$ cat src/rtl/accum_bist_pkg.sv
// Shared definitions for the accumulator RAM March C- BIST.
// Holds the controller state encoding, the March element indices and the
// per-element lookup tables (address direction, read and write backgrounds).
// The result register of the BIST top-level uses the same definitions.
package accum_bist_pkg;

    typedef enum logic [1:0] {
        ST_IDLE = 2'd0,
        ST_WR   = 2'd1,
        ST_RD   = 2'd2,
        ST_DONE = 2'd3
    } bist_state_e;

    localparam logic [2:0] E0 = 3'd0;  // up   (w0)
    localparam logic [2:0] E1 = 3'd1;  // up   (r0,w1)
    localparam logic [2:0] E2 = 3'd2;  // up   (r1,w0)
    localparam logic [2:0] E3 = 3'd3;  // down (r0,w1)
    localparam logic [2:0] E4 = 3'd4;  // down (r1,w0)
    localparam logic [2:0] E5 = 3'd5;  // up   (r0)

    // One bit per element, indexed by element number. The tables are 8 bits
    // wide so a 3-bit element index never reaches past the end.
    localparam logic [7:0] ELEM_DOWN  = 8'b0001_1000;  // 1: walk N-1..0
    localparam logic [7:0] ELEM_RD_BG = 8'b0001_0100;  // expected read value
    localparam logic [7:0] ELEM_WR_BG = 8'b0000_1010;  // value written

endpackage

$ cat src/rtl/accum_ram_port_mux.sv
// RAM port selection between the functional datapath and the BIST engine.
// Ports:
//   busy_i                      - 1: BIST owns the RAM, functional writes dropped
//   func_{wr_en,wr_addr,din,rd_addr}_i - functional datapath request
//   bist_{wr_en,addr,din}_i     - BIST request (one address for both ports)
//   ram_{wr_en,wr_addr,din,rd_addr}_o  - to the RAM instance
module accum_ram_port_mux #(
    parameter int DATA_WIDTH = 32,
    parameter int ADDR_WIDTH = 4
) (
    input  logic                  busy_i,
    input  logic                  func_wr_en_i,
    input  logic [ADDR_WIDTH-1:0] func_wr_addr_i,
    input  logic [DATA_WIDTH-1:0] func_din_i,
    input  logic [ADDR_WIDTH-1:0] func_rd_addr_i,
    input  logic                  bist_wr_en_i,
    input  logic [ADDR_WIDTH-1:0] bist_addr_i,
    input  logic [DATA_WIDTH-1:0] bist_din_i,
    output logic                  ram_wr_en_o,
    output logic [ADDR_WIDTH-1:0] ram_wr_addr_o,
    output logic [DATA_WIDTH-1:0] ram_din_o,
    output logic [ADDR_WIDTH-1:0] ram_rd_addr_o
);

    assign ram_wr_en_o   = busy_i ? bist_wr_en_i : func_wr_en_i;
    assign ram_wr_addr_o = busy_i ? bist_addr_i  : func_wr_addr_i;
    assign ram_din_o     = busy_i ? bist_din_i   : func_din_i;
    assign ram_rd_addr_o = busy_i ? bist_addr_i  : func_rd_addr_i;

endmodule

$ cat src/rtl/accum_ram_bist_ctrl.sv
// March C- BIST sequencer for the accumulator scratch RAM (sync write port,
// async read port). Owns the RAM while busy, otherwise passes the functional
// datapath straight through.
// Ports:
//   clk, rst_n           - clock, synchronous active-low reset
//   start                - begin a test (ignored unless idle)
//   busy, done           - test running / one-cycle completion pulse
//   pass, fail_addr, fail_elem, err_cnt - results of the last test
//   func_*               - functional RAM request
//   ram_*                - RAM interface
module accum_ram_bist_ctrl
    import accum_bist_pkg::*;
#(
    parameter int DATA_WIDTH = 32,
    parameter int ARRAY_SIZE = 16,
    parameter int ADDR_WIDTH = $clog2(ARRAY_SIZE),
    parameter int ERR_CNT_W  = 8
) (
    input  logic                  clk,
    input  logic                  rst_n,
    input  logic                  start,
    output logic                  busy,
    output logic                  done,
    output logic                  pass,
    output logic [ADDR_WIDTH-1:0] fail_addr,
    output logic [2:0]            fail_elem,
    output logic [ERR_CNT_W-1:0]  err_cnt,
    input  logic                  func_wr_en,
    input  logic [ADDR_WIDTH-1:0] func_wr_addr,
    input  logic [DATA_WIDTH-1:0] func_din,
    input  logic [ADDR_WIDTH-1:0] func_rd_addr,
    output logic                  ram_wr_en,
    output logic [ADDR_WIDTH-1:0] ram_wr_addr,
    output logic [DATA_WIDTH-1:0] ram_din,
    output logic [ADDR_WIDTH-1:0] ram_rd_addr,
    input  logic [DATA_WIDTH-1:0] ram_dout
);

    localparam logic [ADDR_WIDTH-1:0] ADDR_LAST = ADDR_WIDTH'(ARRAY_SIZE - 1);

    bist_state_e           state_q;
    logic [2:0]            elem_q;
    logic [ADDR_WIDTH-1:0] addr_q;
    logic                  busy_q, done_q, pass_q;
    logic [ADDR_WIDTH-1:0] fail_addr_q;
    logic [2:0]            fail_elem_q;
    logic [ERR_CNT_W-1:0]  err_cnt_q, err_cnt_d;

    logic                  mismatch, elem_last;
    logic [2:0]            elem_nxt;
    logic [ADDR_WIDTH-1:0] addr_step, addr_first_nxt;
    logic [DATA_WIDTH-1:0] rd_bg, wr_bg;

    assign rd_bg = {DATA_WIDTH{ELEM_RD_BG[elem_q]}};
    assign wr_bg = {DATA_WIDTH{ELEM_WR_BG[elem_q]}};

    // Read data is async, so the compare happens in the RD cycle itself.
    assign mismatch  = (state_q == ST_RD) && (ram_dout != rd_bg);
    assign err_cnt_d = (mismatch && (err_cnt_q != '1)) ? err_cnt_q + ERR_CNT_W'(1) : err_cnt_q;

    // Stepping is explicit at both ends, so the counter stays in 0..N-1
    // even when N is not a power of two.
    assign elem_last      = ELEM_DOWN[elem_q] ? (addr_q == '0) : (addr_q == ADDR_LAST);
    assign elem_nxt       = elem_q + 3'd1;
    assign addr_first_nxt = ELEM_DOWN[elem_nxt] ? ADDR_LAST : '0;
    assign addr_step      = ELEM_DOWN[elem_q] ? addr_q - ADDR_WIDTH'(1) : addr_q + ADDR_WIDTH'(1);

    always_ff @(posedge clk) begin
        if (!rst_n) begin
            state_q     <= ST_IDLE;
            elem_q      <= E0;
            addr_q      <= '0;
            busy_q      <= 1'b0;
            done_q      <= 1'b0;
            pass_q      <= 1'b0;
            fail_addr_q <= '0;
            fail_elem_q <= '0;
            err_cnt_q   <= '0;
        end else begin
            done_q <= 1'b0;
            unique case (state_q)
                ST_IDLE: begin
                    if (start) begin
                        state_q     <= ST_WR;
                        elem_q      <= E0;
                        addr_q      <= '0;
                        busy_q      <= 1'b1;
                        pass_q      <= 1'b0;
                        fail_addr_q <= '0;
                        fail_elem_q <= '0;
                        err_cnt_q   <= '0;
                    end
                end
                ST_WR: begin
                    // E0 is write-only and stays in WR until its last address;
                    // every other write is followed by the next read.
                    if (elem_q != E0 || elem_last) state_q <= ST_RD;
                    if (elem_last) begin
                        elem_q <= elem_nxt;
                        addr_q <= addr_first_nxt;
                    end else begin
                        addr_q <= addr_step;
                    end
                end
                ST_RD: begin
                    err_cnt_q <= err_cnt_d;
                    // Saturating counter never returns to zero, so zero means
                    // this is the first mismatch of the run.
                    if (mismatch && (err_cnt_q == '0)) begin
                        fail_addr_q <= addr_q;
                        fail_elem_q <= elem_q;
                    end
                    if (elem_q != E5) begin
                        state_q <= ST_WR;
                    end else if (elem_last) begin
                        // busy drops and done rises together; pass includes
                        // a mismatch seen in this final read.
                        state_q <= ST_DONE;
                        busy_q  <= 1'b0;
                        done_q  <= 1'b1;
                        pass_q  <= (err_cnt_d == '0);
                    end else begin
                        addr_q <= addr_step;
                    end
                end
                ST_DONE: state_q <= ST_IDLE;
                default: state_q <= ST_IDLE;
            endcase
        end
    end

    assign busy      = busy_q;
    assign done      = done_q;
    assign pass      = pass_q;
    assign fail_addr = fail_addr_q;
    assign fail_elem = fail_elem_q;
    assign err_cnt   = err_cnt_q;

    accum_ram_port_mux #(
        .DATA_WIDTH(DATA_WIDTH),
        .ADDR_WIDTH(ADDR_WIDTH)
    ) u_port_mux (
        .busy_i        (busy_q),
        .func_wr_en_i  (func_wr_en),
        .func_wr_addr_i(func_wr_addr),
        .func_din_i    (func_din),
        .func_rd_addr_i(func_rd_addr),
        .bist_wr_en_i  (state_q == ST_WR),
        .bist_addr_i   (addr_q),
        .bist_din_i    (wr_bg),
        .ram_wr_en_o   (ram_wr_en),
        .ram_wr_addr_o (ram_wr_addr),
        .ram_din_o     (ram_din),
        .ram_rd_addr_o (ram_rd_addr)
    );

endmodule

$ cat config.mk
export PLATFORM = sky130hd
export DESIGN_NAME = accum_ram_bist_ctrl
export DESIGN_NICKNAME = d
export VERILOG_FILES = /design/src/rtl/accum_bist_pkg.sv /design/src/rtl/accum_ram_port_mux.sv /design/src/rtl/accum_ram_bist_ctrl.sv
export SDC_FILE = /design/constraint.sdc
export NUM_CORES = 1
export LEC_CHECK = 0
export CAP_MARGIN = 30
export CORE_MARGIN = 8
export CORE_UTILIZATION = 38
export DETAILED_ROUTE_END_ITERATION = 8
export PLACE_DENSITY = 0.78
export SETUP_SLACK_MARGIN = 0.15
export SYNTH_ARGS = -nofsm -noshare
export SYNTH_HDL_FRONTEND = slang
export SYNTH_SLANG_ARGS = --single-unit
$ cat constraint.sdc
create_clock -name clk -period 2.6 [get_ports clk]
set_input_delay 0.39 -clock clk [delete_from_list [all_inputs] [get_ports clk]]
set_output_delay 0.39 -clock clk [all_outputs]
set_load 0.02 [all_outputs]
==> impl_results.md <==
* CTS H-tree lvls at 2
* Clock power frac at 17.6%
* Max rail drop VDD at between 0.3 and 0.4 mV
* Final setup TNS at 0 ns
* Skew-Pair Late Insertion Delay at between 0.2 and 0.3 ns
* Post-Syn Instances at 364
* Final nets at 588
* Peak Freq at 0.426 GHz
* Drt pass-1 iters at 4
* Worst EP required at 2.82 ns
* Clock Skew at 0.00655 ns
* Synth Area in Compound Gates at approximately 25%
* P&R area growth vs syn at 62.2%
* Routed WL at 9.10 mm
* Logic pwr share at 59.3%
* Clock Sink Count at 30
* HP Class: reg2reg
* Status: finished clean
* Post-DP HPWL at 7.25 mm
* Crit path max-delay cell type: or4_4
* Fin crit period at approximately 2.3 ns
* Die area at 9520 um2
* Core Region at approximately 6400 um2
* Initial DRC count at 233
* Xor-xnor portion of the synthesized cell area at 2.08%
* Fin. Hold Viols at 0
* Tot GR Track Use at 18.4%
* CTS clk-pin slew, worst paths at ~0.070 ns
* Syn_area_per_cell at 6.95 um2
* Port Buf Inserts at 134
* Internal power at 1300 uW
* Via/cell ratio at 5.20
* DRC Markers at 0
* # diodes at 0
* Setup Viol. Count Final at 0
* Synth Area in Adders at about 7.2%
* Library cells used by synthesis at 52
* Drt wl/cell at ~16 um
* Layout cell share with drive strength beyond 1 at approximately 8.4%
* Pleak at around 0.0017 uW
* Die Ht at 97.6 um
* Gr ovfl total at 0
* Power Density at 540 nW/um2
* Largest family of logic cells by synthesized area: simple AND/OR/NAND/NOR gates
* Die W at between 90 and 100 um
* Largest net degree at the start of global routing at 48
* Mux contribution to synthesized area at 2.03%
* Async set-reset flop share out of synthesis at 0%
* Vias at roughly 3000
* Worst-case clock buffer depth at 2
* Initial Util at between 30 and 40%
* Initial antenna violation count at 0
* Worst Tran Pin Value at 0.469 ns
* Sequential Power Share at 23.1%
* Share of the synthesized area in the top cell type at a little under a quarter
* Net switching power at between 900 and 1000 uW
* Sequential area share after synthesis at 23.8%
* Crit. End Element: flip-flop
* Tcrit/Tclk final at between 90% and 100%
* CP top delay family: compound AO/OA/AOI/OAI gates
* CP max FO at 4
* CTS tree: done
* Yosys top cell by area: dfxtp_1
* Worst Path Buf+Inv at 1
* Post-CTS setup buffers at 0
* Root Driver: clkbuf_8
* Antenna Nets Post-Route at 0
* Critical Path AT at 2.56 ns
* Syn nets at 454
* Post-Syn Area at 2530 um2
* Post-Layout Cell Count at roughly 580
* Top cells by area in the synthesized netlist: dfxtp_1 (24%), o21ai_0 (10%), inv_1 (7.9%), ha_1 (6.4%), a21oi_1 (5.1%)
* First-pass GRT wire length at 14.8 mm
* Max Cap Violations at 0
* Switch share at 41.4%
* Worst Setup Start Kind: input port
* Area share of and/or/nand/nor cells after synthesis at 27.9%
* Fin util at 64.2%
* YS warnings at 0
* # IOs at 135
* Register bit count reported by yosys at 30
* Post-synth top cells: inv_1 (53), o21ai_0 (53), dfxtp_1 (30), nand2_1 (30), a21oi_1 (26)
* Core Rows at 29
* Final Slew Violations at 0
* Slowest cell delay on critical path at between 0.5 and 0.6 ns
* Inst Count DP at about 570
* Main synth FF type: dfxtp_1
* RSZ-0062 raised after global routing: no
* Vias in the first global route at 2883
* Post-synth EDFFs at 0
* Max_slew headroom at approximately 69%
* Gp weighted congestion at 0.937
* CP Cell Sequence: clkdlybuf4s50_1, or4_4, nor4_4, o22ai_2, o221a_4, a21o_1, a211o_1, o21ai_2
* Num CTS Buffers at 5
* Crit Path Class: in2reg
## path summary, 6_finish.rpt
kind	startpoint	slack [ns]	endpoint	cells after the start
max	ram_dout[2]	0.25	pass	8
min	fail_addr[1]	0.47	fail_addr[1]	2
max reg2reg	elem_q[1]	0.32	pass	8
min reg2reg	fail_addr[1]	0.47	fail_addr[1]	2
## cell type report
cell class,count,area (um2)
clock buffer,6,82.6
clock inverter,2,12.5
fill,572,2280
inverter,53,199
multi-input combinational,260,1660
sequential,30,606
tap,77,96.3
timing repair buffer,148,1450
## cell families (layout without fill, tap and decap cells)
logic type,after synthesis,after routing
AO/OA/AOI/OAI,107,107
XOR/XNOR,6,6
adder cells (fa/ha/maj),14,14
buffers and inverters,74,209
flip-flops,30,30
multiplexers,5,5
AND/OR/NAND/NOR,128,128
## worst min-delay path, stage by stage, from the launching register on
cell      delay [ns]
dfxtp_1         0.31
nand2b_1        0.06
a21oi_1         0.05
## timing repair
| item | CTS | global route |
|---|---|---|
| pin swaps | 0 | 7 |
| endpoints found under the setup margin | 2 | 38 |
| hold buffers | 0 | 0 |
| gates resized for setup | 2 | 10 |
## cells in the final DEF, fill, tap and decap left out, drive strengths merged, types with 5 or more instances in the layout
master	n
a21oi	26
and2	5
buf	14
clkbuf	6
clkdlybuf4s50	134
dfxtp	30
ha	13
inv	53
nand2	30
nand2b	9
nand3	23
nand4	9
nor2	16
nor3	9
nor4	7
o21ai	57
or3	7
or4	6
## power groups by stage
stage	logic [uW]	registers, uW	clock network [uW]
after global routing	1420	516	414
after detailed placement	1300	519	0
after global placement	1280	517	0
after CTS	1310	509	396
final	1310	513	389
after floorplan	696	527	0
## metal layers
metal  vias to the layer above  routed length [um]  track usage, %
li1                       1527                   -               -
met1                      1379                3820            21.9
met2                        84                4810            33.3
met3                         6                 401            2.63
met4                         0                  70            4.90
met5                         -                   0               0
## state kept, by name (all words and copies together) (netlist names), named ones only
name / count
u_port_mux.bist_din_i: 1
rd_bg: 1
fail_addr: 4
busy: 1
state_q: 2
pass: 1
addr_q: 4
done: 1
elem_q: 3
err_cnt: 8
fail_elem: 3
## per-stage QoR
| step | instance area [um2] | hold WS (ns) | total power [uW] | setup slack, ns |
|---|---|---|---|---|
| final | 4100 | 0.466 | 2220 | 0.252 |
| after global routing | 4100 | 0.495 | 2350 | 0.155 |
| after CTS | 4070 | 0.469 | 2210 | 0.152 |
| after detailed placement | 3970 | 0.458 | 1820 | -0.202 |
| after global placement | 3970 | 0.455 | 1790 | -0.122 |
| after floorplan | 2530 | 0.501 | 1220 | 0.385 |
No activity file was read; power rests on OpenSTA's default activity.
